### src/rtl/adc_pkg.sv
// rtl/adc_pkg.sv - shared types, frame constants and address-bit helper for the ADC128S022 reader
package adc_pkg;

  typedef enum logic [2:0] {
    ST_IDLE,
    ST_SETUP,
    ST_SHIFT,
    ST_HOLD,
    ST_GUARD
  } state_e;

  localparam int FRAME_BITS     = 16;
  localparam int ADDR_FIRST_BIT = 3;
  localparam int DATA_FIRST_BIT = 5;
  localparam int RESULT_W       = 12;
  localparam int CH_W           = 3;
  localparam int IDX_W          = 5;

  // Address bit driven on SCLK fall k; zero outside the three address slots.
  function automatic logic addr_bit(input logic [CH_W-1:0] addr, input int k);
    logic b;
    b = 1'b0;
    for (int i = 0; i < CH_W; i++) begin
      if (k == ADDR_FIRST_BIT + i) b = addr[CH_W-1-i];
    end
    return b;
  endfunction

endpackage

### src/rtl/adc128s022_reader_if.sv
// rtl/adc128s022_reader_if.sv - request/result handshake between host logic and the ADC reader
interface adc128s022_reader_if;
  import adc_pkg::*;

  logic                start;
  logic [CH_W-1:0]     ch_sel;
  logic                busy;
  logic                data_valid;
  logic [RESULT_W-1:0] data_out;
  logic [CH_W-1:0]     data_ch;

  modport master (
    output start, ch_sel,
    input  busy, data_valid, data_out, data_ch
  );

  modport slave (
    input  start, ch_sel,
    output busy, data_valid, data_out, data_ch
  );

endinterface

### src/rtl/adc_sck_phase_gen.sv
// rtl/adc_sck_phase_gen.sv - SCLK half-period counter: fall/rise strobes and 1-based bit index
module adc_sck_phase_gen
  import adc_pkg::*;
#(
  parameter int CLK_DIV = 8
) (
  input  logic             clk_50M,
  input  logic             rst,
  input  logic             en_i,
  output logic             fall_tick_o,
  output logic             rise_tick_o,
  output logic [IDX_W-1:0] bit_idx_o
);

  localparam int CNT_W = $clog2(CLK_DIV);

  logic [CNT_W-1:0] cnt_q, cnt_d;
  logic             half_q, half_d;
  logic [IDX_W-1:0] idx_q, idx_d;
  logic             tick;

  // half_q=0: currently in a high half, so the next tick is a fall.
  assign tick        = en_i && (cnt_q == CNT_W'(CLK_DIV - 1));
  assign fall_tick_o = tick && !half_q;
  assign rise_tick_o = tick && half_q;
  assign bit_idx_o   = fall_tick_o ? idx_q + IDX_W'(1) : idx_q;

  always_comb begin
    cnt_d  = cnt_q;
    half_d = half_q;
    idx_d  = idx_q;
    if (!en_i) begin
      cnt_d  = '0;
      half_d = 1'b0;
      idx_d  = '0;
    end else if (tick) begin
      cnt_d  = '0;
      half_d = ~half_q;
      if (!half_q) idx_d = idx_q + IDX_W'(1);
    end else begin
      cnt_d = cnt_q + CNT_W'(1);
    end
  end

  always_ff @(posedge clk_50M) begin
    if (rst) begin
      cnt_q  <= '0;
      half_q <= 1'b0;
      idx_q  <= '0;
    end else begin
      cnt_q  <= cnt_d;
      half_q <= half_d;
      idx_q  <= idx_d;
    end
  end

endmodule

### src/rtl/adc128s022_reader.sv
// rtl/adc128s022_reader.sv - ADC128S022 serial master: one 12-bit conversion per accepted request
module adc128s022_reader
  import adc_pkg::*;
#(
  parameter int CLK_DIV = 8
) (
  input  logic                      clk_50M,
  input  logic                      rst,
  adc128s022_reader_if.slave        host,
  output logic                      adc_cs_n,
  output logic                      adc_sck,
  output logic                      adc_din,
  input  logic                      adc_dout
);

  state_e              state_q;
  logic                cs_n_q, sck_q, din_q, busy_q, dv_q;
  logic [RESULT_W-1:0] result_q, data_out_q;
  logic [CH_W-1:0]     cur_addr_q, prev_addr_q, data_ch_q;
  logic                fall_tick, rise_tick;
  logic [IDX_W-1:0]    bit_idx;

  adc_sck_phase_gen #(.CLK_DIV(CLK_DIV)) u_phase (
    .clk_50M     (clk_50M),
    .rst         (rst),
    .en_i        (state_q != ST_IDLE),
    .fall_tick_o (fall_tick),
    .rise_tick_o (rise_tick),
    .bit_idx_o   (bit_idx)
  );

  always_ff @(posedge clk_50M) begin
    if (rst) begin
      state_q     <= ST_IDLE;
      cs_n_q      <= 1'b1;
      sck_q       <= 1'b1;
      din_q       <= 1'b0;
      busy_q      <= 1'b0;
      dv_q        <= 1'b0;
      result_q    <= '0;
      data_out_q  <= '0;
      data_ch_q   <= '0;
      cur_addr_q  <= '0;
      prev_addr_q <= '0;
    end else begin
      dv_q <= 1'b0;
      case (state_q)
        ST_IDLE: if (host.start) begin
          cur_addr_q <= host.ch_sel;
          cs_n_q     <= 1'b0;
          busy_q     <= 1'b1;
          state_q    <= ST_SETUP;
        end
        ST_SETUP: if (fall_tick) begin
          sck_q   <= 1'b0;
          din_q   <= addr_bit(cur_addr_q, int'(bit_idx));
          state_q <= ST_SHIFT;
        end
        ST_SHIFT: begin
          if (fall_tick) begin
            sck_q <= 1'b0;
            din_q <= addr_bit(cur_addr_q, int'(bit_idx));
          end else if (rise_tick) begin
            sck_q <= 1'b1;
            if (int'(bit_idx) >= DATA_FIRST_BIT) result_q <= {result_q[RESULT_W-2:0], adc_dout};
            if (int'(bit_idx) == FRAME_BITS) state_q <= ST_HOLD;
          end
        end
        // The ADC converts the channel addressed in the previous frame.
        ST_HOLD: if (fall_tick) begin
          cs_n_q      <= 1'b1;
          dv_q        <= 1'b1;
          data_out_q  <= result_q;
          data_ch_q   <= prev_addr_q;
          prev_addr_q <= cur_addr_q;
          state_q     <= ST_GUARD;
        end
        ST_GUARD: if (rise_tick) begin
          busy_q  <= 1'b0;
          state_q <= ST_IDLE;
        end
        default: state_q <= ST_IDLE;
      endcase
    end
  end

  assign adc_cs_n        = cs_n_q;
  assign adc_sck         = sck_q;
  assign adc_din         = din_q;
  assign host.busy       = busy_q;
  assign host.data_valid = dv_q;
  assign host.data_out   = data_out_q;
  assign host.data_ch    = data_ch_q;

endmodule

### src/flat_wrapper.sv
// flat-port wrapper written by rule: the top's interface ports become plain ports
module adc128s022_reader_flat import adc_pkg::*;
#(
  parameter int CLK_DIV = 8
)
  (clk_50M, rst, adc_cs_n, adc_sck, adc_din, adc_dout, host_start, host_ch_sel, host_busy, host_data_valid, host_data_out, host_data_ch);
  adc128s022_reader_if host_i ();
  input  logic clk_50M;
  input  logic rst;
  output logic adc_cs_n;
  output logic adc_sck;
  output logic adc_din;
  input  logic adc_dout;
  input wire logic [$bits(host_i.start)-1:0] host_start;
  input wire logic [$bits(host_i.ch_sel)-1:0] host_ch_sel;
  output wire logic [$bits(host_i.busy)-1:0] host_busy;
  output wire logic [$bits(host_i.data_valid)-1:0] host_data_valid;
  output wire logic [$bits(host_i.data_out)-1:0] host_data_out;
  output wire logic [$bits(host_i.data_ch)-1:0] host_data_ch;
  assign host_i.start = host_start;
  assign host_i.ch_sel = host_ch_sel;
  assign host_busy = host_i.busy;
  assign host_data_valid = host_i.data_valid;
  assign host_data_out = host_i.data_out;
  assign host_data_ch = host_i.data_ch;
  adc128s022_reader #(.CLK_DIV(CLK_DIV)) u_core (.clk_50M(clk_50M), .rst(rst), .host(host_i), .adc_cs_n(adc_cs_n), .adc_sck(adc_sck), .adc_din(adc_din), .adc_dout(adc_dout));
endmodule
### config.mk
export PLATFORM = sky130hd
export DESIGN_NAME = adc128s022_reader_flat
export DESIGN_NICKNAME = d
export VERILOG_FILES = /design/src/rtl/adc_pkg.sv /design/src/rtl/adc128s022_reader_if.sv /design/src/rtl/adc_sck_phase_gen.sv /design/src/rtl/adc128s022_reader.sv /design/src/flat_wrapper.sv
export SDC_FILE = /design/constraint.sdc
export NUM_CORES = 1
export LEC_CHECK = 0
export CAP_MARGIN = 20
export CORE_UTILIZATION = 54
export DETAILED_ROUTE_END_ITERATION = 10
export GPL_TIMING_DRIVEN = 1
export PLACE_DENSITY = 0.79
export SETUP_SLACK_MARGIN = 0.05
export SYNTH_ARGS = -nofsm -noshare
export SYNTH_HDL_FRONTEND = slang
export SYNTH_HIERARCHICAL = 1
export SYNTH_SLANG_ARGS = --single-unit
### constraint.sdc
create_clock -name clk_50M -period 2.95 [get_ports clk_50M]
set_clock_uncertainty 0.05 [all_clocks]
set_input_delay 0.885 -clock clk_50M [delete_from_list [all_inputs] [get_ports clk_50M]]
set_output_delay 0.885 -clock clk_50M [all_outputs]
set_load 0.005 [all_outputs]
Yosys cells after proc, flatten, opt, wreduce, memory -nomap -nowiden --
Index checks and enable logic that the tools add are counted.
Word-level totals: register bits 50, bits of input ports 7, word-level logic and storage cells 83
Operators by class: $add $sub $neg 2, magnitude comparators 1, eq/ne operators 17, muxes and demuxes 23, bitwise logic cells 4, reductions and logical operators 22
Operators by type and width (count):
- $mux W3 | 7
- $pmux W3 S5 | 1
- $mux W1 | 11
- $eq A5 B4 Y1 const B | 2
- $reduce_and A3 Y1 | 3
- $ne A2 B2 Y1 const B | 4
- $reduce_and A2 Y1 | 4
- $reduce_and A7 Y1 | 1
- $eq A3 B2 Y1 const B | 2
- $eq A3 B3 Y1 const B | 2
- $ne A2 B1 Y1 const B | 3
- $pmux W1 S2 | 3
- $reduce_bool A2 Y1 | 3
- $reduce_or A2 Y1 | 3
- $add A5 B1 Y5 const B | 1
- $eq A5 B3 Y1 const B | 1
- $eq A5 B5 Y1 const B | 1
- $ge A5 B3 Y1 const B | 1
- $mux W5 | 1
- $not A1 Y1 | 4
- $reduce_and A4 Y1 | 1
- $add A3 B1 Y3 const B | 1
- $eq A3 B1 Y1 const B | 1
- $logic_and A1 B1 Y1 | 3
- 5 further kinds | 5

Depth between registers and ports, before layout --
Gate-level depths: netlist of the first run.
depth in word-level cells 9, gate-level depth with buffers 11, mapped depth without buffers 8

Modules after synthesis --
The synthesis of the first run kept the hierarchy.
Modules (own cells, without submodules):
- adc128s022_reader | instances 1, cells an instance 182, area an instance 1704.1 sq um, seq. area each 820.8 sq um
- adc_sck_phase_gen | instances 1, cells an instance 40, area an instance 406.6 sq um, seq. area each 180.2 sq um

Least setup slack after synthesis of the first run --
Ideal clock, no wire load.
path kind register to register, from register u_core.state_q[0], to register u_core.result_q[10], library setup time 72 ps, arrival time 2077 ps, data required time 2828 ps, setup slack 752 ps, stages on the path, launching flop included 9, cells stage by stage dfxtp_1 > buf_6 > or3_1 > nand4b_1 > xnor2_1 > o21ai_1 > a211oi_4 > buf_8 > mux2i_1
Between the ends: longest elaborated chain between the ends 6
RTL lines:
- start, declared | RTL line adc128s022_reader.sv:16 | state_e state_q;
- $reduce_bool A3 Y1 | RTL line adc128s022_reader.sv:26 | .en_i (state_q != ST_IDLE),
- $logic_and A1 B1 Y1 | RTL line adc_sck_phase_gen.sv:23 | assign tick = en_i && (cnt_q == CNT_W'(CLK_DIV - 1));
- $logic_and A1 B1 Y1 | RTL line adc_sck_phase_gen.sv:24 | assign fall_tick_o = tick && !half_q;
- $mux W5 | RTL line adc_sck_phase_gen.sv:26 | assign bit_idx_o = fall_tick_o ? idx_q + IDX_W'(1) : idx_q;
- named net u_core.bit_idx[2] | RTL line adc128s022_reader.sv:21 | logic [IDX_W-1:0] bit_idx;
- $ge A5 B3 Y1 | RTL line adc128s022_reader.sv:65 | if (int'(bit_idx) >= DATA_FIRST_BIT) result_q <= {result_q[RESULT_W-2:0], adc_dout};
- $reduce_and A4 Y1 (no source line)
- end, declared | RTL line adc128s022_reader.sv:18 | logic [RESULT_W-1:0] result_q, data_out_q;
The timed path passes the listed nets, and every way through them passes these cells. A chain may end at the register's enable or synchronous reset.

Worst setup path in the final report of the first run --
from register u_core.state_q[0], to register u_core.result_q[5]
The elaborated chain is that of the path after synthesis.

==> impl_results.md, run 1 <==
- Number of global-route vias before repair: 1511
- Finished layout cell area: 2480 um^2
- Area of the mapped netlist: 2110 um^2
- Kind of capture point of the worst setup path: register
- Max-cap viol count: 0
- Final-report hold violation count: 0
- Min-Delay Path Class: register to register
- Sequential share of power: 61.5%
- Share of the yosys chip area belonging to registers: 47.4%
- Yosys cell types: 42
- Routed via count: 1589
- Buffering stage count on the worst path with inverters included: 1
- Setup bufs post-CTS: 0
- Final min period: 2.51 ns
- Clock net sink count: 50
- Hold buffer count at cts: 0
- Fmax: 398 MHz
- Number of setup violations in the final report: 0
- Area of the die: 4160 um^2
- Buffers added on ports: 26
- Slowest Stage Delay on Critical Path: 0.64 ns
- Source-to-sink clock delay at the later pin of the worst-skew pair: 0.31 ns
- Final wirelength: 3.86 mm
- Post-Syn Area per Cell: 9.51 um^2
- Weighted congestion reported at the end of routability-driven placement: 0.779
- Switching fraction of total power: 22.2%
- Core Rows: 22
- All-Layer GR Usage: 21.4%
- CP Data Required Time: 3.13 ns
- Largest fanout on the critical path: 13
- Series of cell instances along the critical path: or3_1, nand3b_4, or3_1, nand2_1, nor2_1, a211oi_4, buf_4, mux2i_1
- Total I/O pin count: 27
- Antenna Nets Post-Route: 0
- Total placed instance area: 2400 um^2
- Leakage component of the power: 0.000890 uW
- Number of warnings issued by yosys: 6
- Worst slew margin relative to its limit: 66.7%
- Starting utilization of the core area: 56.8%
- Floorplan core area: 3720 um^2
- Area growth from synthesis to layout: 17.6%
- Prevailing post-synth register cell: dfxtp_1
- Fill count: 320
- Number of DRC violations after detailed routing: 0
- Setup Crit Path Kind: register to register
- Cell seen most often among critical-path stages: or3_1
- Avg WL per Cell: 13.0 um
- TritonCTS clock tree: yes
- Antenna diode instance count: 0
- Maximum number of pins on one net before global-route repair: 31
- PD cells: 455 nW/um^2
- Chip Width: 64.5 um
- Setup repair after global routing missed its margin: no
- Number of storage elements in the synthesis netlist: 50
- Startpoint type of the worst setup path: register
- First-pass iteration count of the detailed router: 4
- Transition time of the tightest slew-check pin: 0.499 ns
- Setup TNS: 0 ns
- CTS Root Buffer Type: clkbuf_8
- Average vias per placed instance: 5.35
- TritonCTS buffer count: 5
- Share of power burned in combinational logic: 5.3%
- Share of layout cells above drive strength 1: 8.43%
- Async set or reset register ratio after synthesis: 0%
- Sum of net half-perimeters after detailed placement: 2.64 mm
- Die height: 64.5 um
- Antenna violations before repair: 0
- Drt first-iter violations: 87
- Deepest clock path buffer count: 2
- Depth of the CTS H-tree: 2
- Data arrival time at the worst-slack endpoint: 2.69 ns
- # resized after CTS: 0
- Post-layout nets: 259
- Final Max Tran Viols: 0
- Clock power share: 33.2%
- Global-route wire length before repair: 6.76 mm
- Net Sw Power: 251 uW
- Status: finished, final reports clean
- Post-Synthesis Cells: 222
- GR Overflow Total: 0
- VDD IR max: 0.340 mV
- Internal portion of total power: 880 uW
- Number of enable flip-flop cells after synthesis: 0
- CP max stage cell: dfxtp_1
- Number of nets produced by synthesis: 232
- Kind of cell adding the most delay to the critical path: simple AND/OR/NAND/NOR gates
- Final worst-path cycle share: 85.2%
- Clock-pin transition on the worst setup and hold timing paths: 0.08 ns
[metrics by stage]
| stage | setup WS [ns] | util, % | power [uW] | cells | hold slack, ns |
|---|---|---|---|---|---|
| 3_5_place_dp | 0.481 | 64.6 | 771 | 290 | 0.378 |
| 5_1_grt | 0.269 | 66.8 | 1170 | 297 | 0.402 |
| 6_report | 0.436 | 66.8 | 1130 | 297 | 0.381 |
| 4_1_cts | 0.439 | 66.8 | 1140 | 297 | 0.391 |
| 2_1_floorplan | 0.752 | - | 750 | 222 | 0.354 |
| 3_3_place_gp | 0.625 | 64.6 | 771 | 290 | 0.364 |
[placed cells by master (no fill, tap or decap), types with 4 or more instances in the layout]
cell and n:
mux2i_1 15, nand2b_1 14, a21oi_1 22, inv_1 4
nor2_1 10, dfxtp_1 50, nor3_1 4, clkbuf_8 5
buf_4 8, nand2_1 39, clkdlybuf4s50_1 26
[final timing paths]
check,from,end,cells past startpoint,slack [ns]
worst min-delay path,u_core/u_phase/cnt_q[0],u_core/u_phase/cnt_q[0],1,0.38
worst min register to register,u_core/u_phase/cnt_q[0],u_core/u_phase/cnt_q[0],1,0.38
worst max-delay path,u_core/state_q[0],u_core/result_q[5],8,0.44
worst max register to register,u_core/state_q[0],u_core/result_q[5],8,0.44
[sequential cells by signal, summed over array words and instances, names as in the netlist, 3 cells and up]
name                  count
u_core/result_q          12
u_core/u_phase/idx_q      5
u_core/host.data_ch       3
u_core/u_phase/cnt_q      3
u_core/prev_addr_q        3
u_core/host.data_out     12
u_core/cur_addr_q         3
u_core/state_q            3
[per-layer routing]
layer	wire length, um	global-route usage, %	up-vias
met2	1830	35.8	26
met5	0	0	-
met4	65	11.7	0
li1	-	-	814
met1	1860	26.1	743
met3	105	3.70	6
[power by group through the flow]
stage	sequential, uW	clock, uW	combinational [uW]
after detailed placement	711	0	60.2
after floorplan	705	0	44.9
final	695	376	60.1
after global placement	711	0	60.0
after CTS	695	386	60.6
after global routing	697	411	66.3
[synth_stat cells, types with 3 or more instances]
master,n,area share [%]
buf_2,5,1.2
nand2b_1,14,4.1
nor3b_1,3,1.1
buf_4,3,1.1
nor2_1,10,1.8
nor3_1,4,0.95
dfxtp_1,50,47
ha_1,3,1.8
o21ai_1,3,0.71
o21ai_0,3,0.71
inv_1,4,0.71
or3_1,3,0.89
and2_1,3,0.89
a21oi_1,22,5.2
mux2i_1,15,7.1
xnor2_1,3,1.2
nand4b_1,3,1.2
nand2_1,39,6.9
nand3_1,3,0.71
[area by class of cell]
cell class | instances | area [um^2] | share of cell area, %
inverter | 4 | 15.0 | 0.605
multi-input combinational | 154 | 1010 | 40.5
clock inverter | 1 | 7.51 | 0.302
sequential | 50 | 1000 | 40.3
tap | 48 | 60.1 | 2.42
clock buffer | 6 | 72.6 | 2.92
timing repair buffer | 34 | 320 | 12.9
[cells by family after synthesis]
family / synth area share (%)
xor+xnor: 2.43
fa+ha+maj: 1.78
compound gates: 9.78
buf+inv: 4.92
simple gates: 25.5
flops: 47.4
mux: 8.18
(Power assumes the default switching activity.)
==> inputs of run 2 (changes only) <==
--- a/config.mk
+++ b/config.mk
@@ -5,7 +5,9 @@
 export SDC_FILE = /design/constraint.sdc
 export NUM_CORES = 1
 export LEC_CHECK = 0
+export ABC_AREA = 0
 export CAP_MARGIN = 20
+export CORE_MARGIN = 8
 export CORE_UTILIZATION = 54
 export DETAILED_ROUTE_END_ITERATION = 10
 export GPL_TIMING_DRIVEN = 1
==> run 2 against run 1 <==
Net effect:
- hold slack better by 0.0022 ns
- combinational power grew 3%
- clock-buffer cell count down 1
- global-route usage down 8.2 points
- clock power is 3% higher
- critical endpoint is now u_core/result_q[1]
- register-to-register slack gained 0.07 ns
==> impl_results.md, run 2 (synthesis gave the netlist of run 1 again) <==
- Status: finished, final reports clean
- Series of cell instances along the critical path: or3_1, nand3b_4, or3_1, nand2_1, nor2_1, a211oi_4, buf_4, mux2i_1
- VDD IR max: 0.281 mV
- Setup Crit Path Kind: register to register
- Total instance count after detailed placement: 290
- Origin of the critical flop-to-flop path: u_core/state_q[0]
- Core Rows: 22
- Clock-pin transition on the worst setup and hold timing paths: 0.09 ns
- Fill count: 319
- Sequential share of power: 60.6%
- Depth of the CTS H-tree: 2
- Final Max Tran Viols: 0
- Clock power share: 34.0%
- Post-layout nets: 259
- First-pass iteration count of the detailed router: 4
- Setup TNS: 0 ns
- GR Overflow Total: 0
- Area growth from synthesis to layout: 18.1%
- Setup bufs post-CTS: 0
- Fmax: 409 MHz
- Leakage component of the power: 0.000896 uW
- Hold buffer count at cts: 0
- Routed via count: 1563
- Critical hold path startpoint: u_core/u_phase/cnt_q[0]
- Highest-count cells in the layout ignoring fill and taps: 50 x dfxtp_1, 39 x nand2_1, 26 x clkdlybuf4s50_1, 22 x a21oi_1, 15 x mux2i_1
- Maximum number of pins on one net before global-route repair: 21
- Antenna diode instance count: 0
- Weighted congestion reported at the end of routability-driven placement: 0.834
- Max-cap viol count: 0
- Startpoint type of the worst setup path: register
- Non-Filler Instances: 298
- Starting utilization of the core area: 56.8%
- CP max stage cell: dfxtp_1
- Clock net sink count: 50
- Final min period: 2.45 ns
- Source-to-sink clock delay at the later pin of the worst-skew pair: 0.30 ns
- Final worst-path cycle share: 83.0%
- Cell seen most often among critical-path stages: or3_1
- Worst Hold Path EP: u_core/u_phase/cnt_q[0]
- Area of the die: 6170 um^2
- Most common cell after layout, fill and taps aside: dfxtp_1
- Total I/O pin count: 27
- Number of DRC violations after detailed routing: 0
- Kind of cell adding the most delay to the critical path: simple AND/OR/NAND/NOR gates
- Number of setup violations in the final report: 0
- Final wirelength: 3.85 mm
- Final-report hold violation count: 0
- All-Layer GR Usage: 13.2%
- Slowest Stage Delay on Critical Path: 0.64 ns
- Buffering stage count on the worst path with inverters included: 1
- Share of layout cells above drive strength 1: 9.20%
- PD cells: 460 nW/um^2
- Number of instances on the worst hold path: 1
- Number of global-route vias before repair: 1501
- Switching fraction of total power: 22.8%
- Min-Delay Path Class: register to register
- Worst slew margin relative to its limit: 66.8%
- Largest fanout on the critical path: 13
- Count of cells along the worst register-to-register path: 8
- Dpl ws: 0.518 ns
- Setup ws final: 0.502 ns
- Antenna Nets Post-Route: 0
- Average vias per placed instance: 5.24
- Setup repair after global routing missed its margin: no
- Floorplan core area: 3720 um^2
- Sum of net half-perimeters after detailed placement: 2.81 mm
- Data arrival time at the worst-slack endpoint: 2.63 ns
- CP Data Required Time: 3.13 ns
- Die height: 78.5 um
- Buffers added on ports: 26
- TritonCTS buffer count: 5
- TritonCTS clock tree: yes
- Antenna violations before repair: 0
- Kind of capture point of the worst setup path: register
- R2r setup slk: 0.50 ns
- Avg WL per Cell: 12.9 um
- Share of power burned in combinational logic: 5.4%
- # resized after CTS: 0
- Deepest clock path buffer count: 2
- R2r endpoint: u_core/result_q[1]
- CTS Root Buffer Type: clkbuf_8
- Drt first-iter violations: 108
- Internal portion of total power: 885 uW
- Global-route wire length before repair: 6.63 mm
- Net Sw Power: 261 uW
- Transition time of the tightest slew-check pin: 0.498 ns
- Chip Width: 78.5 um
-- run 2: cell types whose count changed in the layout (fill, tap and decap cells not counted), sizes merged --
cell,delta
clkbuf,-1
clkinv,+2
-- run 2: power groups by stage --
stage / combinational, uW / sequential [uW] / clock, uW
after CTS: 62.7 / 695 / 401
final: 62.0 / 695 / 389
after detailed placement: 62.4 / 711 / 0
after global placement: 61.3 / 710 / 0
after floorplan: 44.9 / 705 / 0
after global routing: 67.8 / 698 / 434
-- run 2: per-stage QoR --
step,total power (uW),hold slack [ns],instance area [um^2],utilization (%)
2_1_floorplan,750,0.354,2110,-
3_3_place_gp,772,0.370,2400,64.6
3_5_place_dp,773,0.376,2400,64.6
4_1_cts,1160,0.388,2490,67.1
5_1_grt,1200,0.420,2490,67.1
6_report,1150,0.383,2490,67.1
-- run 2: worst max path at each step --
| stage | from | end | slack, ns | depth (start not counted) |
|---|---|---|---|---|
| detailed placement | u_core/state_q[0] | u_core/result_q[1] | 0.52 | 8 |
| floorplan | u_core/state_q[0] | u_core/result_q[10] | 0.75 | 8 |
| global placement | u_core/state_q[0] | u_core/result_q[10] | 0.63 | 8 |
| finish | u_core/state_q[0] | u_core/result_q[1] | 0.50 | 8 |
| CTS | u_core/state_q[0] | u_core/result_q[1] | 0.50 | 8 |
| global route | u_core/state_q[0] | u_core/result_q[0] | 0.31 | 7 |
-- run 2: cell type report --
class | instances | area, um^2 | area share (%)
Tap cell | 48 | 60.1 | 2.41
Multi-Input combinational cell | 154 | 1010 | 40.4
Clock inverter | 3 | 21.3 | 0.853
Inverter | 4 | 15.0 | 0.602
Timing Repair Buffer | 34 | 320 | 12.9
Sequential cell | 50 | 1000 | 40.2
Clock buffer | 5 | 68.8 | 2.76
-- run 2: layer usage --
| layer | up-vias | global-route usage [%] | part of all wire (%) |
|---|---|---|---|
| met2 | 30 | 20.9 | 45 |
| met5 | - | 0 | 0 |
| met1 | 719 | 15.7 | 49 |
| met3 | 3 | 5.69 | 5.4 |
| met4 | 0 | 4.44 | 0.60 |
| li1 | 811 | - | - |
==> variant: new RTL, settings of run 1 <==
The 5 states of `state_e` get a Gray code encoding in 3 bits.
--- a/src/rtl/adc_pkg.sv
+++ b/src/rtl/adc_pkg.sv
@@ -4,7 +4,7 @@
   typedef enum logic [2:0] {
-    ST_IDLE,
-    ST_SETUP,
-    ST_SHIFT,
-    ST_HOLD,
-    ST_GUARD
+    ST_IDLE  = 3'b000,
+    ST_SETUP = 3'b001,
+    ST_SHIFT = 3'b011,
+    ST_HOLD  = 3'b010,
+    ST_GUARD = 3'b110
   } state_e;
Formal check against the unedited RTL: same outputs for any inputs over 10 cycles, from zero or initial values and one cycle with rst high; not proved beyond that.
==> variant against run 1 <==
- count of clock-buffer cells in the layout fell by 1
- cell count fell by 2.4%
- worst setup slack improved by 28 ps
- sequential power fell by 0.9%
- clock power rose by 26%
- routed wire length fell by 4.1%
- final area fell by 1.4%
- largest cell class is now sequential cells
- power rose by 7.0%
- area after synthesis fell by 1.1%
- sequential cell count did not move
- die area fell by 1.1%
==> variant: results (changes against run 1) <==
- Status: complete, no violations
- Hpwl dp: 2.50 mm (-5.4%)
- Normalized max-slew margin: 0.618 (-0.0487)
- Largest net degree at the start of global routing: 20 (-35%)
- Reg2reg end: u_core/state_q[0]$_SDFFE_PP0P_
- Mux share of post-synthesis cell area: 0.0821 (+0.000332)
- # H-tree levels: 2 (unchanged)
- Synth area leaders: dfxtp_1 48%, mux2i_1 7.7%, nand2_1 7.4%, a21oi_1 5.5%, nand2b_1 4.2%
- Worst R2R Setup Slack: 460 ps (+30 ps)
- Root Buffer: clkbuf_8
- Post-synthesis compound-gate area fraction: 0.0989 (+0.00111)
- Worst-path maximum fanout: 12 (-1)
- M1 wire length: 1.87 mm (+0.21%)
- R2r startpoint: u_core/state_q[0]$_SDFFE_PP0P_
- FF-to-FF path depth: 6 (-2)
- Slowest stage delay, CP: 530 ps (-110 ps)
- Total CTS buffers: 5 (unchanged)
- Placed Area: 2340 sq um (-2.6%)
- Fillers: 328 (+2.5%)
- Slowest-stage cell, CP: or3_1
- Global Route met2 Usage: 0.326 (-0.0321)
- Synth unique cells: 40 (-4.8%)
- Post-Synth XOR/XNOR Area: 0.0126 (-0.0117)
- Drt first pass iters: 4 (unchanged)
- Via density per instance: 5.22 (-2.5%)
- Met3 Wirelength: 133 um (+27%)
- Vias in the first global route: 1424 (-5.8%)
- Hold Path Origin: u_core/u_phase/cnt_q[0]$_SDFF_PP0_
- Met3 GRT Util: 0.0607 (+0.0237)
- Adder-cell area share of the yosys netlist: 0.0180 (+0.000203)
- Met1 global-route usage: 0.272 (+0.0104)
- Routed length per instance: 12.8 um (-1.8%)
- Met2 wire len: 1.67 mm (-9.0%)
- Share of cells above drive strength 1: 0.0744 (-0.00996)
- Worst VDD drop: 359 uV (+5.6%)
- Most instantiated cells after synthesis: 50 x dfxtp_1, 41 x nand2_1, 23 x a21oi_1, 16 x mux2i_1, 14 x nand2b_1
- Data arrival time of the critical path: 2620 ps (-70 ps)
- Static leakage: 0.000887 uW (-0.41%)
- Seq/Total Area, Yosys: 0.480 (+0.00540)
- Syn Nets: 228 (-1.7%)
- Nets: 252 (-2.7%)
- First-pass GRT wire length: 6.56 mm (-2.9%)
- Placer Congestion: 0.734 (-5.8%)
- Total GRT Usage: 0.207 (-0.00744)
[variant: worst max-delay path by stage]
stage	from	endpoint	slack [ps]	depth (start not counted)
2_1_floorplan	u_core/state_q[0]$_SDFFE_PP0P_	u_core/state_q[0]$_SDFFE_PP0P_	630	7
3_3_place_gp	u_core/state_q[0]$_SDFFE_PP0P_	u_core/state_q[0]$_SDFFE_PP0P_	540	6
3_5_place_dp	u_core/state_q[0]$_SDFFE_PP0P_	u_core/state_q[0]$_SDFFE_PP0P_	490	6
4_1_cts	u_core/state_q[0]$_SDFFE_PP0P_	u_core/result_q[3]$_SDFFE_PP0P_	470	7
5_1_grt	u_core/state_q[0]$_SDFFE_PP0P_	u_core/result_q[3]$_SDFFE_PP0P_	260	7
6_report	u_core/state_q[0]$_SDFFE_PP0P_	u_core/state_q[0]$_SDFFE_PP0P_	460	6
[variant: per-stage QoR]
| stage | utilization | setup WS [ps] | power [uW] | hold slack, ps | instances |
|---|---|---|---|---|---|
| after floorplan | - | 630 | 733 | 354 | 218 |
| after global placement | 0.635 | 540 | 752 | 364 | 283 |
| after detailed placement | 0.635 | 490 | 754 | 392 | 283 |
| after CTS | 0.664 | 470 | 1230 | 405 | 290 |
| after global routing | 0.664 | 258 | 1260 | 423 | 290 |
| final | 0.664 | 463 | 1210 | 395 | 290 |
[variant: cell type report]
cell class / instances / share of cell area
Sequential cell: 50 / 0.409
Multi-Input combinational cell: 152 / 0.400
Timing Repair Buffer: 30 / 0.119
Clock buffer: 5 / 0.0281
Tap cell: 48 / 0.0245
Clock inverter: 2 / 0.0158
Inverter: 3 / 0.00460
[variant: power breakdown]
group          total, uW  internal, uW  switching [uW]
Sequential           689           681            7.83
Combinational       48.5          26.9            21.6
Clock                472           249             223
